File: src/rtl/mbb_pkg.sv
// Shared types and constants for the multiplier block buffer.
// Product signedness is selected by MBB_SIGNED_EN in mbb_mult_pipe.
package mbb_pkg;

    typedef enum logic [2:0] {
        IDLE,
        FILL,
        DRAIN,
        FULL,
        READ
    } mbb_state_t;

    localparam int PIPE_MIN = 1;
    localparam int PIPE_MAX = 4;

    function automatic int clamp_pipe(input int p);
        if (p < PIPE_MIN) return PIPE_MIN;
        if (p > PIPE_MAX) return PIPE_MAX;
        return p;
    endfunction

endpackage

File: src/rtl/mbb_mult_pipe.sv
// PIPE-stage multiplier with a valid bit travelling alongside the product.
// MBB_SIGNED_EN selects two's-complement operands; default is unsigned.
module mbb_mult_pipe
    import mbb_pkg::*;
#(
    parameter int OPW  = 16,
    parameter int PIPE = 2
) (
    input  logic             clk,
    input  logic             rst,
    input  logic             valid_in,
    input  logic [OPW-1:0]   op_a,
    input  logic [OPW-1:0]   op_b,
    output logic             valid_out,
    output logic [2*OPW-1:0] product
);

    localparam int PW = 2 * OPW;
    localparam int NS = clamp_pipe(PIPE);

    logic [PW-1:0] ext_a;
    logic [PW-1:0] ext_b;
    logic [PW-1:0] prod_d;
    logic [PW-1:0] prod_q [NS];
    logic          vld_q  [NS];

    // Low PW bits of an extended multiply are exact for either signedness
`ifdef MBB_SIGNED_EN
    assign ext_a = {{OPW{op_a[OPW-1]}}, op_a};
    assign ext_b = {{OPW{op_b[OPW-1]}}, op_b};
`else
    assign ext_a = {{OPW{1'b0}}, op_a};
    assign ext_b = {{OPW{1'b0}}, op_b};
`endif

    assign prod_d = ext_a * ext_b;

    always_ff @(posedge clk or posedge rst) begin
        if (rst) begin
            for (int i = 0; i < NS; i++) begin
                vld_q[i]  <= 1'b0;
                prod_q[i] <= '0;
            end
        end else begin
            vld_q[0] <= valid_in;
            if (valid_in) prod_q[0] <= prod_d;
            for (int i = 1; i < NS; i++) begin
                vld_q[i]  <= vld_q[i-1];
                prod_q[i] <= prod_q[i-1];
            end
        end
    end

    assign valid_out = vld_q[NS-1];
    assign product   = prod_q[NS-1];

endmodule

File: src/rtl/mult_block_buffer.sv
// Fills a DEPTH-entry external buffer with products, then streams it out.
// Define MBB_SIGNED_EN for signed operands and products.
module mult_block_buffer
    import mbb_pkg::*;
#(
    parameter int OPW      = 16,
    parameter int LOGDEPTH = 6,
    parameter int PIPE     = 2
) (
    input  logic                  clk,
    input  logic                  rst,
    input  logic                  EN_mult,
    input  logic [OPW-1:0]        mult_input0,
    input  logic [OPW-1:0]        mult_input1,
    output logic                  RDY_mult,
    output logic                  EN_writeMem,
    output logic [LOGDEPTH-1:0]   writeMem_addr,
    output logic [2*OPW-1:0]      writeMem_val,
    input  logic                  EN_blockRead,
    output logic                  EN_readMem,
    output logic [LOGDEPTH-1:0]   readMem_addr,
    input  logic [2*OPW-1:0]      readMem_val,
    output logic                  VALID_memVal,
    output logic [2*OPW-1:0]      memVal_data,
    output logic [LOGDEPTH:0]     fill_count
);

    localparam logic [LOGDEPTH:0] LAST = {1'b0, {LOGDEPTH{1'b1}}};

    mbb_state_t          state;
    logic [LOGDEPTH:0]   acc_cnt;
    logic [LOGDEPTH:0]   fill_q;
    logic [LOGDEPTH-1:0] rd_addr_q;
    logic                rd_en_q;
    logic                val_q;
    logic                accept;
    logic                wr_en;

    assign RDY_mult = ~rst & ((state == IDLE) | (state == FILL));
    assign accept   = EN_mult & RDY_mult;

    mbb_mult_pipe #(
        .OPW  (OPW),
        .PIPE (PIPE)
    ) u_pipe (
        .clk       (clk),
        .rst       (rst),
        .valid_in  (accept),
        .op_a      (mult_input0),
        .op_b      (mult_input1),
        .valid_out (wr_en),
        .product   (writeMem_val)
    );

    always_ff @(posedge clk or posedge rst) begin
        if (rst) begin
            state     <= IDLE;
            acc_cnt   <= '0;
            fill_q    <= '0;
            rd_addr_q <= '0;
            rd_en_q   <= 1'b0;
            val_q     <= 1'b0;
        end else begin
            val_q <= rd_en_q;
            if (wr_en) fill_q <= fill_q + 1'b1;
            unique case (state)
                IDLE: begin
                    if (accept) begin
                        acc_cnt <= {{LOGDEPTH{1'b0}}, 1'b1};
                        state   <= FILL;
                    end else begin
                        acc_cnt <= '0;
                    end
                end
                FILL: begin
                    if (accept) begin
                        acc_cnt <= acc_cnt + 1'b1;
                        if (acc_cnt == LAST) state <= DRAIN;
                    end
                end
                DRAIN: begin
                    if (wr_en && fill_q == LAST) state <= FULL;
                end
                FULL: begin
                    if (EN_blockRead) begin
                        state     <= READ;
                        rd_en_q   <= 1'b1;
                        rd_addr_q <= '0;
                    end
                end
                READ: begin
                    if (rd_en_q) begin
                        if (&rd_addr_q) begin
                            rd_en_q   <= 1'b0;
                            rd_addr_q <= '0;
                        end else begin
                            rd_addr_q <= rd_addr_q + 1'b1;
                        end
                    end
                    // Final read data is on the bus this cycle
                    if (val_q && !rd_en_q) begin
                        state   <= IDLE;
                        fill_q  <= '0;
                        acc_cnt <= '0;
                    end
                end
                default: state <= IDLE;
            endcase
        end
    end

    assign EN_writeMem   = wr_en;
    assign writeMem_addr = fill_q[LOGDEPTH-1:0];
    assign EN_readMem    = rd_en_q;
    assign readMem_addr  = rd_addr_q;
    assign VALID_memVal  = val_q;
    assign memVal_data   = val_q ? readMem_val : '0;
    assign fill_count    = fill_q;

endmodule

File: config.mk
export PLATFORM = sky130hd
export DESIGN_NAME = mult_block_buffer
export DESIGN_NICKNAME = d
export VERILOG_FILES = /design/src/rtl/mbb_pkg.sv /design/src/rtl/mbb_mult_pipe.sv /design/src/rtl/mult_block_buffer.sv
export SDC_FILE = /design/constraint.sdc
export NUM_CORES = 1
export LEC_CHECK = 0
export CELL_PAD_IN_SITES_DETAIL_PLACEMENT = 0
export CELL_PAD_IN_SITES_GLOBAL_PLACEMENT = 1
export CORE_ASPECT_RATIO = 1.5
export CORE_MARGIN = 4
export CORE_UTILIZATION = 48
export DETAILED_ROUTE_END_ITERATION = 8
export GPL_TIMING_DRIVEN = 0
export PLACE_DENSITY_LB_ADDON = 0.1
export SYNTH_ARGS = -nofsm -noshare
export SYNTH_HDL_FRONTEND = slang
export SYNTH_SLANG_ARGS = --single-unit
File: constraint.sdc
create_clock -name clk -period 7.2 [get_ports clk]
set_input_delay 1.44 -clock clk [delete_from_list [all_inputs] [get_ports clk]]
set_output_delay 1.44 -clock clk [all_outputs]
set_load 0.005 [all_outputs]
# --- After elaboration in Yosys (flattened, before gate mapping) ---
# Cells that the tools add are included.
word_totals:
  ramBits: 0
  rom_bits: 0
  inputBits: 68
  elab_cells: 65
  latch_bits: 0
  regBits: 91
  mem_count: 0
  out_inout_bits: 87
classes:
  shifts: 0
  bitwise: 4
  n_reduce_logical: 11
  mux: 23
  n_mul: 1
  n_div: 0
  addsub: 3
  eq_ne: 13
  n_lt_le_gt_ge: 0
op_table:
  columns: ["op", "count"]
  rows:
  - ["two-way mux 7 bit", 5]
  - ["multiplier 16 x 16 -> 32 bit", 1]
  - ["two-way mux 32 bit", 1]
  - ["case mux 7 bit (3 select lines)", 1]
  - ["two-way mux 3 bit", 6]
  - ["two-way mux 6 bit", 3]
  - ["case mux 3 bit (5 select lines)", 1]
  - ["adder 7 x 1 -> 7 bit, second input constant", 2]
  - ["== test 7 x 6 -> 1 bit, second input constant", 2]
  - ["case mux 6 bit (2 select lines)", 1]
  - ["AND reduction 6 bit", 2]
  - ["inequality test 2 bit, second input constant", 4]
  - ["adder 6 x 1 -> 6 bit, second input constant", 1]
  - ["== test 3 x 2 -> 1 bit, second input constant", 2]
  - ["inequality test 2 x 1 -> 1 bit, second input constant", 3]
  - ["AND reduction 3 bit", 2]
  - ["two-way mux 1 bit", 4]
  - ["== test 3 x 1 -> 1 bit, second input constant", 1]
  - ["== test 3 bit, second input constant", 1]
  - ["logical NOT 3 bit", 1]
  - ["nonzero test 3 bit", 1]
  - ["AND 1 bit", 2]
  - ["logical AND 1 bit", 2]
  - ["case mux 1 bit (2 select lines)", 1]
  - ["other kinds (5)", 5]

# --- Depth between registers and ports, before layout ---
# Gate-level depths: netlist (run 1).
logic_depth:
  word_depth: 6
  ltp_mapped: 22
  depth_no_buf: 20

# --- Hierarchy ---
# Synthesis (run 1) repeated with hierarchy kept, for this count alone.
hier_totals:
  cells_unflattened: 1321
  hier_area_um2: 12469.5
by_module_without_submodules:
  columns: ["module", "cells_per_inst", "seq_area_each_um2", "instances", "area_per_inst_um2"]
  rows:
  - ["mbb_mult_pipe", 1150, 1651.6, 1, 10900.5]
  - ["mult_block_buffer", 171, 625.6, 1, 1569.0]

# --- Worst setup path before layout (run 1) ---
# No wires, ideal clock.
synth_timing:
  path_kind: "input to register"
  start: "input port mult_input0[7]"
  end: "register u_pipe.prod_q[55] (netlist name)"
  path_stages: 22
  path_buffers: 2
  required_ns: 7.071
  setup_time_ns: 0.129
  arrival_ns: 6.581
  path_slack_ns: 0.490
  cell_sequence: "clkbuf_1 -> nand2_1 -> fa_1 -> inv_1 -> fa_1 -> inv_1 -> fa_1 -> inv_1 -> fa_1 -> fa_1 -> inv_1 -> fa_1 -> inv_1 -> ha_1 -> buf_2 -> a21oi_1 -> o21ai_0 -> a211oi_1 -> o31ai_4 -> a221oi_2 -> xor2_1 -> o21ai_1"
synth_via:
  elab_chain_len: 1
synth_lines:
  columns: ["item", "line_no", "text"]
  rows:
  - ["from (decl)", "mult_block_buffer.sv:13", "input logic [OPW-1:0] mult_input0,"]
  - ["multiplier 16 x 16 -> 32 bit", "mbb_mult_pipe.sv:36", "assign prod_d = ext_a * ext_b;"]
  - ["to (signal, indexed assignment)", "mbb_mult_pipe.sv:49", "prod_q[i] <= prod_q[i-1];"]
  - ["to (decl)", "mbb_mult_pipe.sv:24", "logic [PW-1:0] prod_q [NS];"]
# No other way between the ends.
# A chain may end at the register's enable or synchronous reset.

# --- Final worst setup path (run 1) ---
layout_timing:
  start: "input port mult_input1[6]"
  end: "register u_pipe.prod_q[62] (netlist name)"
layout_via:
  elab_chain_len: 1
layout_lines:
  columns: ["item", "line_no", "text"]
  rows:
  - ["from (decl)", "mult_block_buffer.sv:14", "input logic [OPW-1:0] mult_input1,"]
  - ["multiplier 16 x 16 -> 32 bit", "mbb_mult_pipe.sv:36", null]
# No other way between the ends.

==> flow_summary.yaml, run 1 <==
outcome:
  status: "finished, final reports clean"
hold_path:
  hp-start: "u_pipe.vld_q[1]"
  hp-class: "flop to flop"
  hold_end: "u_pipe.valid_out"
  min_delay_path_depth: 0
worst_setup_path:
  crit_chain: "dlygate4sd2_1 -> clkbuf_4 -> and2_1 -> fa_1 -> inv_1 -> fa_1 -> fa_1 -> fa_1 -> inv_1 -> fa_1 -> inv_1 -> fa_1 -> inv_1 -> ha_1 -> clkbuf_2 -> and3_1 -> nand2_1 -> a21oi_2 -> o41ai_4 -> buf_4 -> o31ai_4 -> nor2b_1 -> o211ai_2"
  cp_slowest_stage_delay_ps: 550
  crit_required_ps: 7420
  crit_cells: 23
  rr_worst_depth: 7
  arrival_ps: 7230
  slowest_stage: "fa_1"
  worstReg2RegEnd: "u_pipe.prod_q[61]"
  worstSetupPathType: "input port to flop"
  r2r-start: "state[2]"
  cp_common_cell: "fa_1"
  path_buf_inv: 8
  cp_max_fo: 11
  end_kind: "flop"
  cp-start-kind: "input port"
  rrSetupSlack_ps: 5070
  cp_top_family: "adder cells"
grt:
  grt_max_degree: 70
  grt_pass1_vias: 9926
  antenna_found_initial: 0
  grt_pass1_wl_mm: 51.58
  grt_overflow_total: 0
  globalRouteTotalUtil_pct: 22.82
timing:
  slew_headroom_pct: 57.55
  fmax_mhz: 142.6
  slew_violations: 0
  hold_viol: 0
  finalWorstSetupSlack_ps: 187.6
  finalCritPeriodShare_pct: 97.39
  skew_ps: 4.613
  rsz0062_at_grt: "no"
  worstMarginPinSlew_ps: 636.8
  fin_crit_ps: 7012
  setup_violations: 0
drt:
  ant_nets: 0
  dr.pass1.iters: 6
  vias_per_cell: 5.036
  drt_iter0_markers: 507
  avgRoutedWirePerCell_um: 17.15
  drt_wl_total_mm: 31.77
  drcViolationCount: 0
  vias: 9332
floorplanning:
  core-area_um2: 25230
  die_area_um2: 28450
  rows: 71
  die_x_um: 139.1
  ioPinCount: 155
  die_y_um: 204.6
  start_util_pct: 49.03
flow_run:
  maxCapViolations: 0
yosys:
  synth-main-ff-cell: "dfrtp_1"
  synth_edf_count: 0
  syn_nets: 1721
  ys_warn_count: 0
  synthArstFlopShare_pct: 100.0
  yosysUniqueCellTypes: 50
  yosysSeqAreaShare_pct: 18.41
  syn_area_per_cell_um2: 9.149
  syn_inst: 1352
  synth_area_um2: 12370
  synth.ff_latch_count: 91
clocking:
  clock_latency_ps: 340
  hold_buffers: 0
  clk_pin_slew_ps: 60
  cts_tree: "yes"
  cts.path.max_buffers: 2
  root_buffer: "clkbuf_16"
  h-tree-depth: 3
  cts_sinks: 91
  numCtsBuffers: 9
cells_and_area:
  drive_gt1_share_pct: 7.874
  final_util_pct: 58.96
  finalNonFillerCells: 1853
  layout.nets: 1888
  most-common-layout-cells: "237 x inv_1, 203 x nand2_1, 194 x fa_1"
  final_area_um2: 14870
  final_common_cell: "inv_1"
  fillCellCount: 2365
  synthToLayoutAreaGrowth_pct: 20.25
placed_design:
  dpl.cell_count: 1835
  place_ws_ps: -977.9
  place_hpwl_mm: 26.78
  gp_congestion: 0.8769
  portBuffers: 154
  placed_cell_area_um2: 14350
power:
  leakagePower_nw: 7.465
  irDropWorstVdd_uv: 381.2
  power_density_nw_per_um2: 525.2
==> synth_stat cells, types with 18 or more instances <==
cell type    n  area (µm²)
a21oi_1     36       180.2
and2_1     160        1001
buf_4       38       285.3
clkbuf_1    49       183.9
dfrtp_1     91        2277
fa_1       194        3884
ha_1       107        1339
inv_1      238       893.4
nand2_1    203       762.0
nand3_1     18       90.09
nor2_1      37       138.9
o21ai_0     42       210.2
xnor2_1     18       157.7
xor2_1      22       192.7
==> worst register-to-register path, cell delays in order, from the launching register on <==
cell and delay [ps]:
dfrtp_1 320, clkbuf_1 310, nor3_1 120, nand2_1 230
clkbuf_1 380, clkbuf_1 490, nand2_1 120, o31ai_1 80
==> flip-flops by register name (all words and copies together), names as in the netlist, 3 cells and up <==
signal / count
u_pipe.prod_q: 32
u_pipe.product: 32
acc_cnt: 7
fill_count: 7
readMem_addr: 6
state: 3
==> worst max-delay path by stage <==
stage                         startpoint                end  slack (ps)
after floorplan           mult_input0[7]  u_pipe.prod_q[55]         490
after global placement    mult_input0[9]  u_pipe.prod_q[62]        -930
after detailed placement  mult_input0[9]  u_pipe.prod_q[62]        -980
after CTS                 mult_input0[3]  u_pipe.prod_q[62]           5
after global routing      mult_input0[4]  u_pipe.prod_q[61]         0.1
final                     mult_input1[6]  u_pipe.prod_q[62]         190
==> cell type report <==
type	instances	area (µm²)	area share (%)
Tap cell	328	410.4	2.759
Clock buffer	10	229.0	1.539
Clock inverter	6	118.9	0.7991
Inverter	238	895.9	6.023
Buffer	92	631.9	4.248
Antenna cell	1	2.502	0.01682
Sequential cell	91	2277	15.31
Multi-Input combinational cell	930	8730	58.69
Timing Repair Buffer	157	1579	10.62
==> kinds of logic (layout without fill, tap and decap cells) <==
logic type | after synthesis | after routing | synth area share (%)
adder cells (fa/ha/maj) | 301 | 301 | 42.22
XOR/XNOR | 40 | 40 | 2.832
other | 0 | 1 | 0
AND/OR/NAND/NOR | 457 | 457 | 18.14
AO/OA/AOI/OAI | 130 | 130 | 6.969
multiplexers | 2 | 2 | 0.1720
flip-flops | 91 | 91 | 18.41
buffers and inverters | 331 | 503 | 11.26
==> report_power, final <==
part	switching, mW	internal, mW	leakage (nW)
registers	0.115	0.727	1.16
clock network	0.196	0.344	0.170
logic	3.66	2.77	6.14
total	3.97	3.84	7.46
==> stage by stage <==
step / setup TNS, ps / total power [mW] / hold slack (ps)
finish: 0 / 7.812 / 349.8
global route: 0 / 8.779 / 362.7
CTS: 0 / 7.850 / 349.4
detailed placement: -15830 / 7.176 / 334.7
global placement: -14990 / 7.090 / 333.5
floorplan: 0 / 5.437 / 331.2
==> metal layers <==
metal | global-route usage, % | wire, µm | vias up
met3 | 2.779 | 1611 | 42
li1 | - | - | 4429
met2 | 44.02 | 17080 | 274
met5 | 0 | 0 | -
met1 | 25.81 | 12120 | 4587
met4 | 7.832 | 956 | 0
==> timing repair <==
item / in CTS / in global routing
hold endpoints to repair: 0 / 0
setup buffers: 2 / 0
setup endpoints to repair: 20 / 14
gates resized for setup: 76 / 63
pin swaps: 0 / 1
(Power assumes the default switching activity.)
==> run 2: changes to the inputs <==
Settings changed: SLEW_MARGIN set to 40.
==> run 2 against run 1 <==
Compared with the run above:
- non-clock buffer count is 1 lower
- worst setup slack better by 18 ps
- clock-buffer cell count fell by 1
- hold slack worse by 1.1 ps
- first-iteration DRC count grew 1.8%
- clock power down 12%
- utilization shrank 0.27 points
- cell count decreased by 0.11%
- total power down 1.2%
- highest routed layer is now met5
==> flow_summary.yaml, run 2 (synthesized netlist as in run 1, its figures left out) <==
timing:
  fmax_mhz: 143.0
  hold_viol: 0
  finalCritPeriodShare_pct: 97.15
  finalWorstSetupSlack_ps: 205.3
  slew_violations: 0
  slew_headroom_pct: 56.84
  fin_crit_ps: 6995
  setup_violations: 0
  skew_ps: 4.018
  fin_setup_tns_ps: 0
  worstMarginPinSlew_ps: 647.4
  rsz0062_at_grt: "no"
power:
  p_int_mw: 3.757
  power.share.clock_pct: 6.2
  p_seq_share_pct: 10.9
  p_sw_share_pct: 51.30
  irDropWorstVdd_uv: 377.7
  leakagePower_nw: 7.437
  power_density_nw_per_um2: 521.1
  p_switching_mw: 3.958
  combPwrFrac_pct: 82.9
clocking:
  clk_pin_slew_ps: 70
  h-tree-depth: 3
  cts_sinks: 91
  numCtsBuffers: 9
  root_buffer: "clkbuf_16"
  cts.path.max_buffers: 2
  hold_buffers: 0
  clock_latency_ps: 330
  cts_tree: "yes"
floorplanning:
  core-area_um2: 25230
  rows: 71
  ioPinCount: 155
  die_x_um: 139.1
  start_util_pct: 49.03
  die_area_um2: 28450
  die_y_um: 204.6
worst_setup_path:
  rrSetupSlack_ps: 5050
  worstSetupPathType: "input port to flop"
  rr_worst_depth: 7
  r2r-start: "state[2]"
  cp_max_fo: 10
  worstReg2RegEnd: "u_pipe.prod_q[61]"
  crit_required_ps: 7420
  end_kind: "flop"
  cp-start-kind: "input port"
  arrival_ps: 7210
drt:
  avgRoutedWirePerCell_um: 17.01
  drt_wl_total_mm: 31.48
  vias: 9347
  ant_nets: 0
  dr.pass1.iters: 5
  vias_per_cell: 5.050
  drcViolationCount: 0
  drt_iter0_markers: 516
cells_and_area:
  fillCellCount: 2318
  final_common_cell: "inv_1"
  regArea_um2: 2277
  most-common-layout-cells: "237 x inv_1, 203 x nand2_1, 194 x fa_1"
  multi_input_area_um2: 8733
  layout.nets: 1887
  synthToLayoutAreaGrowth_pct: 19.70
  diodes: 0
  drive_gt1_share_pct: 8.011
grt:
  grt_max_degree: 52
  grt_pass1_vias: 9927
  grt_pass1_wl_mm: 50.94
  antenna_found_initial: 1
  grt_overflow_total: 0
  globalRouteTotalUtil_pct: 22.51
placed_design:
  portBuffers: 154
  place_hpwl_mm: 26.78
  gp_congestion: 0.8769
  place_ws_ps: -968.0
outcome:
  status: "finished, final reports clean"
hold_path:
  min_delay_path_depth: 0
  hold_end: "u_pipe.valid_out"
  hp-class: "flop to flop"
  hp-start: "u_pipe.vld_q[1]"
flow_run:
  maxCapViolations: 0
==> run 2: cell count changes in the layout (fill, tap and decap cells not counted), moves of 2 or more <==
cell,delta
clkbuf_2,+3
bufinv_16,-2
inv_6,+2
a21oi_2,-2
dlygate4sd2_1,-2
buf_4,-2
==> run 2: metal layers <==
layer | track usage, % | up-vias | part of all wire, % | wire, µm
met5 | 0 | - | 0.035 | 11
met4 | 8.986 | 2 | 3.8 | 1197
met3 | 2.709 | 56 | 4.6 | 1440
met2 | 43.02 | 271 | 53 | 16800
met1 | 25.28 | 4590 | 38 | 12030
li1 | - | 4428 | - | -
==> run 2: layout make-up <==
type,count,share of cell area [%]
clock buffers,9,1.521
clock inverters,7,0.5493
repair buffers,156,10.48
well taps,328,2.772
flip-flops and latches,91,15.38
multi-input cells,930,58.98
inverters,238,6.067
plain buffers,92,4.250
==> run 2: timing repair <==
| item | CTS | global route |
|---|---|---|
| cloned | 0 | 0 |
| buffers inserted | 1 | 0 |
| resized for setup | 75 | 67 |
| pin swaps | 1 | 0 |
| endpoints found under the setup margin | 20 | 15 |
| endpoints found under the hold margin | 0 | 0 |
==> run 2: power groups by stage <==
stage / clock network (mW) / registers (mW) / logic (mW)
3_3_place_gp: 0 / 0.846 / 6.24
4_1_cts: 0.486 / 0.844 / 6.44
2_1_floorplan: 0 / 0.822 / 4.61
5_1_grt: 0.511 / 0.871 / 7.30
3_5_place_dp: 0 / 0.854 / 6.33
6_report: 0.477 / 0.841 / 6.40
==> run 2: worst max path at each step <==
stage                          from                end  slack, ps  cells past startpoint
floorplan            mult_input0[7]  u_pipe.prod_q[55]        490                     22
global placement     mult_input0[9]  u_pipe.prod_q[62]       -930                     20
detailed placement   mult_input0[9]  u_pipe.prod_q[61]       -970                     21
CTS                  mult_input1[1]  u_pipe.prod_q[62]          2                     22
global route        mult_input1[14]  u_pipe.prod_q[61]         20                     21
finish              mult_input0[10]  u_pipe.prod_q[62]        210                     22
==> run 2: worst max-delay path: stages <==
cell	delay (ps)
clkdlybuf4s15_2	350
clkbuf_4	300
nand2_1	100
fa_1	520
fa_1	570
fa_1	450
fa_1	550
inv_1	50
fa_1	470
inv_1	50
fa_1	510
inv_1	50
ha_1	260
clkbuf_2	170
and3_1	200
nand2_1	110
a21oi_4	180
o41ai_4	70
buf_4	170
o31ai_4	320
nor2b_1	200
o211ai_2	100
==> run 2: stage by stage <==
step           hold WS, ps  area (µm²)  utilization, %  instances  total power, mW
6_report             348.7       14810           58.69       1851            7.716
3_3_place_gp         333.5       14320           56.76       1834            7.090
2_1_floorplan        331.2       12370               -       1352            5.437
3_5_place_dp         334.7       14350           56.86       1835            7.184
4_1_cts              351.8       14770           58.54       1851            7.768
5_1_grt              367.4       14810           58.69       1851            8.678
==> RTL change 1: new RTL, settings of run 1 <==
`OPW` is set to 16 in 2 places; all go to 17.
--- a/src/rtl/mbb_mult_pipe.sv
+++ b/src/rtl/mbb_mult_pipe.sv
@@ -4,5 +4,5 @@
     import mbb_pkg::*;
 #(
-    parameter int OPW  = 16,
+    parameter int OPW  = 17,
     parameter int PIPE = 2
 ) (
--- a/src/rtl/mult_block_buffer.sv
+++ b/src/rtl/mult_block_buffer.sv
@@ -4,5 +4,5 @@
     import mbb_pkg::*;
 #(
-    parameter int OPW      = 16,
+    parameter int OPW      = 17,
     parameter int LOGDEPTH = 6,
     parameter int PIPE     = 2
Ports: changed (5 resized); port bits go from 155 to 163. No check against the original RTL was run, so the function may have changed too.
==> RTL change 1 against run 1 <==
Sequential share of layout area fell by 0.50 points; final area is 7.9% higher; critical path type unchanged; area after synthesis rose by 9.2%; sequential cell count up 4; critical endpoint is now u_pipe.prod_q[66]; global-route usage is 0.95 points higher; critical path depth fell by 2; largest cell class unchanged; clock skew rose by 1.9 ps; wire length up 14%; worst setup slack lost 1.2 ps.
Power is left out: the tool's default activity adds up to more than one toggle a clock period on the data nets, which glitch-free logic cannot reach.
==> RTL change 1: results (changes against run 1) <==
Status = finished clean
Synth Area in XOR/XNOR = 0.02529 (-0.003029)
Dpl hpwl = 30040 um (+12%)
Crit Path Max Fanout = 10 (-1)
Crit path to = u_pipe.prod_q[66]
Final wirelength = 36090 um (+14%)
Routability-driven placement congestion ratio = 0.9053 (+3.2%)
Slew @ Worst Pin = 614.7 ps (-22.10 ps)
Routing usage on met1 = 0.2798 (+0.02171)
Area post-placement = 15530 sq um (+8.2%)
Syn nets = 1891 (+9.9%)
Synth Area in Compound Gates = 0.06773 (-0.001965)
Largest net degree at the start of global routing = 52 (-26%)
Cells on worst reg2reg path = 9 (+2)
Synth Area in Adders = 0.4349 (+0.01270)
Ant diodes = 0 (-1)
All-Layer GR Usage = 0.2377 (+0.009475)
Detailed Route Iter0 Violations = 437 (-14%)
Launch point of the worst path = mult_input1[14]
Clock Skew = 6.544 ps (+1.931 ps)
Fmax = 142.6 MHz (about the same)
Post-synthesis mux area share = 0.001575 (-0.0001445)
First-pass GRT wire length = 57730 um (+12%)
Post-synthesis sequential area ratio = 0.1760 (-0.008059)
Post-synthesis cell type count = 57 (+14%)
Commonest cells in the synthesized netlist = 284 x inv_1, 235 x nand2_1, 224 x fa_1
Synth area leaders = fa_1 33%, dfrtp_1 18%, ha_1 10%, inv_1 7.9%, and2_1 7.6%
Initial antenna violation count = 1 (+1)
R2R Path End = acc_cnt[6]
Met3 usage = 0.02706 (-0.0007294)
Metal3 WL = 1606 um (-0.31%)
Pre-antenna DRT Iters = 4 (-2)
Vias in the first global route = 10850 (+9.3%)
Highest metal used = met5
Met2 Wirelength = 18560 um (+8.7%)
Share of cells above drive strength 1 = 0.08795 (+0.009212)
WL met1 = 14050 um (+16%)
Worst Path Arrival = 7210 ps (-20 ps)
Post-layout net count = 2062 (+9.2%)
## RTL change 1: worst min-delay path by stage
stage	start	to	slack, ps	depth (start not counted)
floorplan	u_pipe.vld_q[1]	u_pipe.valid_out	330	0
global placement	u_pipe.vld_q[1]	u_pipe.valid_out	330	0
detailed placement	u_pipe.vld_q[1]	u_pipe.valid_out	340	0
CTS	u_pipe.vld_q[1]	u_pipe.valid_out	350	0
global route	u_pipe.vld_q[1]	u_pipe.valid_out	360	0
finish	u_pipe.vld_q[1]	u_pipe.valid_out	350	0
## RTL change 1: critical path: stages
cell	delay, ps
clkdlybuf4s15_2	310
buf_4	260
and2_1	170
fa_1	560
fa_1	450
fa_1	540
fa_1	440
fa_1	500
inv_1	60
fa_1	480
inv_1	40
ha_1	250
clkbuf_1	180
and3_1	300
and3_1	240
o21a_1	120
a211oi_2	280
nand3_2	170
a31oi_2	180
xor2_1	150
o21ai_0	80
## RTL change 1: timing repair
action                                  4_1_cts  5_1_grt
gates resized for setup                     130       81
pin swaps                                     2        1
setup buffers                                 0        2
endpoints found under the setup margin       20       14
## RTL change 1: through the flow
step / setup TNS, ps / setup slack [ps] / hold slack (ps) / instances
floorplan: 0 / 303.3 / 331.2 / 1484
global placement: -18580 / -1252 / 331.1 / 1983
detailed placement: -19410 / -1290 / 339.5 / 1984
CTS: 0 / 8.705 / 354.2 / 2000
global route: 0 / 2.072 / 357.1 / 2002
finish: 0 / 186.5 / 351.8 / 2002
## RTL change 1: final cells by class
type	instances	area, sq um
tap	342	427.9
fill	2553	11450
clock inverter	6	55.05
clock buffer	10	239.0
timing repair buffer	160	1565
multi-input combinational	1005	9600
buffer	99	714.4
inverter	285	1072
sequential	95	2377
==> RTL change 2: new RTL, config.mk and constraints of run 1 <==
Without the edit above. Encoding of `mbb_state_t`: now one-hot (5 bits for 5 states).
--- a/src/rtl/mbb_pkg.sv
+++ b/src/rtl/mbb_pkg.sv
@@ -3,10 +3,10 @@
 package mbb_pkg;
 
-    typedef enum logic [2:0] {
-        IDLE,
-        FILL,
-        DRAIN,
-        FULL,
-        READ
+    typedef enum logic [4:0] {
+        IDLE  = 5'b00001,
+        FILL  = 5'b00010,
+        DRAIN = 5'b00100,
+        FULL  = 5'b01000,
+        READ  = 5'b10000
     } mbb_state_t;
 
Function: same outputs for any inputs over 10 cycles, from zero or initial values and one cycle with rst high; not proved beyond that.
==> RTL change 2 against run 1 <==
Wire length up 3.8%; worst setup slack worse by 46 ps; die area up 1.8%; area after synthesis up 1.9%; largest cell class unchanged; critical path type unchanged; sequential cell count up 2; final area up 1.7%.
Power is not shown: default switching activity piles up to over one toggle a cycle in this logic, so the estimate is an artifact.
==> RTL change 2: results (changes against run 1) <==
Status = finished clean
TritonCTS Buffers = 9 (unchanged)
Root Driver = clkbuf_16
Highest metal used = met4
All-Layer GR Usage = 0.2321 (+0.003901)
CP top delay family = adder cells
Crit-path slowest cell = fa_1
Vias in the first global route = 10320 (+3.9%)
Synth Area in XOR/XNOR = 0.01737 (-0.01095)
M2 GR Usage = 0.4342 (-0.005990)
Worst skew pair latency = 330 ps
Port bufs = 154 (unchanged)
Synth Area in Compound Gates = 0.07356 (+0.003868)
Dpl hpwl = 28070 um (+4.8%)
Prevailing post-synth register cell = dfrtp_1
Clock Skew = 7.513 ps (+2.901 ps)
Vias after detailed routing = 9885 (+5.9%)
Synth area leaders = fa_1 31%, dfrtp_1 18%, ha_1 11%, and2_1 7.9%, inv_1 7.4%
Cell taking the most area after synthesis = fa_1
Metal3 WL = 1871 um (+16%)
Routing usage on met1 = 0.2647 (+0.006591)
YS warnings = 0 (unchanged)
Share of cells above drive strength 1 = 0.07668 (-0.002063)
Mean Syn Cell Area = 9.028 sq um (-1.3%)
CTS clk-pin slew, worst paths = 70 ps
Drt wl/cell = 17.37 um (+1.3%)
Synth Area in Adders = 0.4144 (-0.007838)
Area post-placement = 14590 sq um (+1.7%)
First-pass GRT wire length = 53250 um (+3.3%)
Ant diodes = 0 (-1)
Fill cells = 2377 (+0.51%)
Post-synthesis mux area share = 0.0007942 (-0.0009254)
Setup violators final = 0 (unchanged)
Ys async rst share = 1.000 (unchanged)
Commonest cells in the synthesized netlist = 247 x inv_1, 200 x nand2_1, 194 x fa_1
WL met1 = 12450 um (+2.8%)
Worst Path Arrival = 7330 ps (+100 ps)
Htree depth = 3 (unchanged)
Pre-antenna DRT Iters = 6 (unchanged)
Crit Path Max Fanout = 10 (-1)
Met2 Wirelength = 17260 um (+1.0%)
Initial antenna violation count = 0 (unchanged)
Post-synthesis cell type count = 57 (+14%)
Hold crit path type = reg2reg
Post CTS Setup Buffer Count = 0 (-2)
Largest net degree at the start of global routing = 75 (+7.1%)
Post-synthesis sequential area ratio = 0.1848 (+0.0006526)
CTS max path bufs = 2 (unchanged)
Detailed Route Iter0 Violations = 403 (-21%)
Routability-driven placement congestion ratio = 0.8777 (about the same)
Max stage delay on crit path = 530 ps (-20 ps)
Met3 usage = 0.03056 (+0.002765)
Max_slew headroom = 0.4992 (-0.07622)
Placed cell count = 1884 (+2.7%)
Cts repair resizes = 81 (+6.6%)
DP Worst Slack = -1171 ps (-193.5 ps)
Syn nets = 1765 (+2.6%)
Final wirelength = 32970 um (+3.8%)
-- RTL change 2: area by class of cell --
class,instances,area [sq um],share of cell area
well taps,333,416.7,0.02755
repair buffers,156,1563,0.1033
multi-input cells,967,8971,0.5932
plain buffers,85,600.6,0.03971
inverters,248,933.4,0.06172
clock inverters,6,71.32,0.004716
clock buffers,10,239.0,0.01580
flip-flops and latches,93,2328,0.1540
-- RTL change 2: path summary, 6_finish.rpt --
kind	startpoint	end	slack [ps]	cells after the start
worst max-delay path	mult_input0[7]	u_pipe.prod_q[60]	140	19
worst min register to register	u_pipe.vld_q[1]	u_pipe.valid_out	350	0
worst min-delay path	u_pipe.vld_q[1]	u_pipe.valid_out	350	0
worst max register to register	state[0]	u_pipe.prod_q[42]	4770	7
max in group asynchronous	rst	u_pipe.product[2]	5080	3
min in group asynchronous	rst	acc_cnt[2]	1470	2
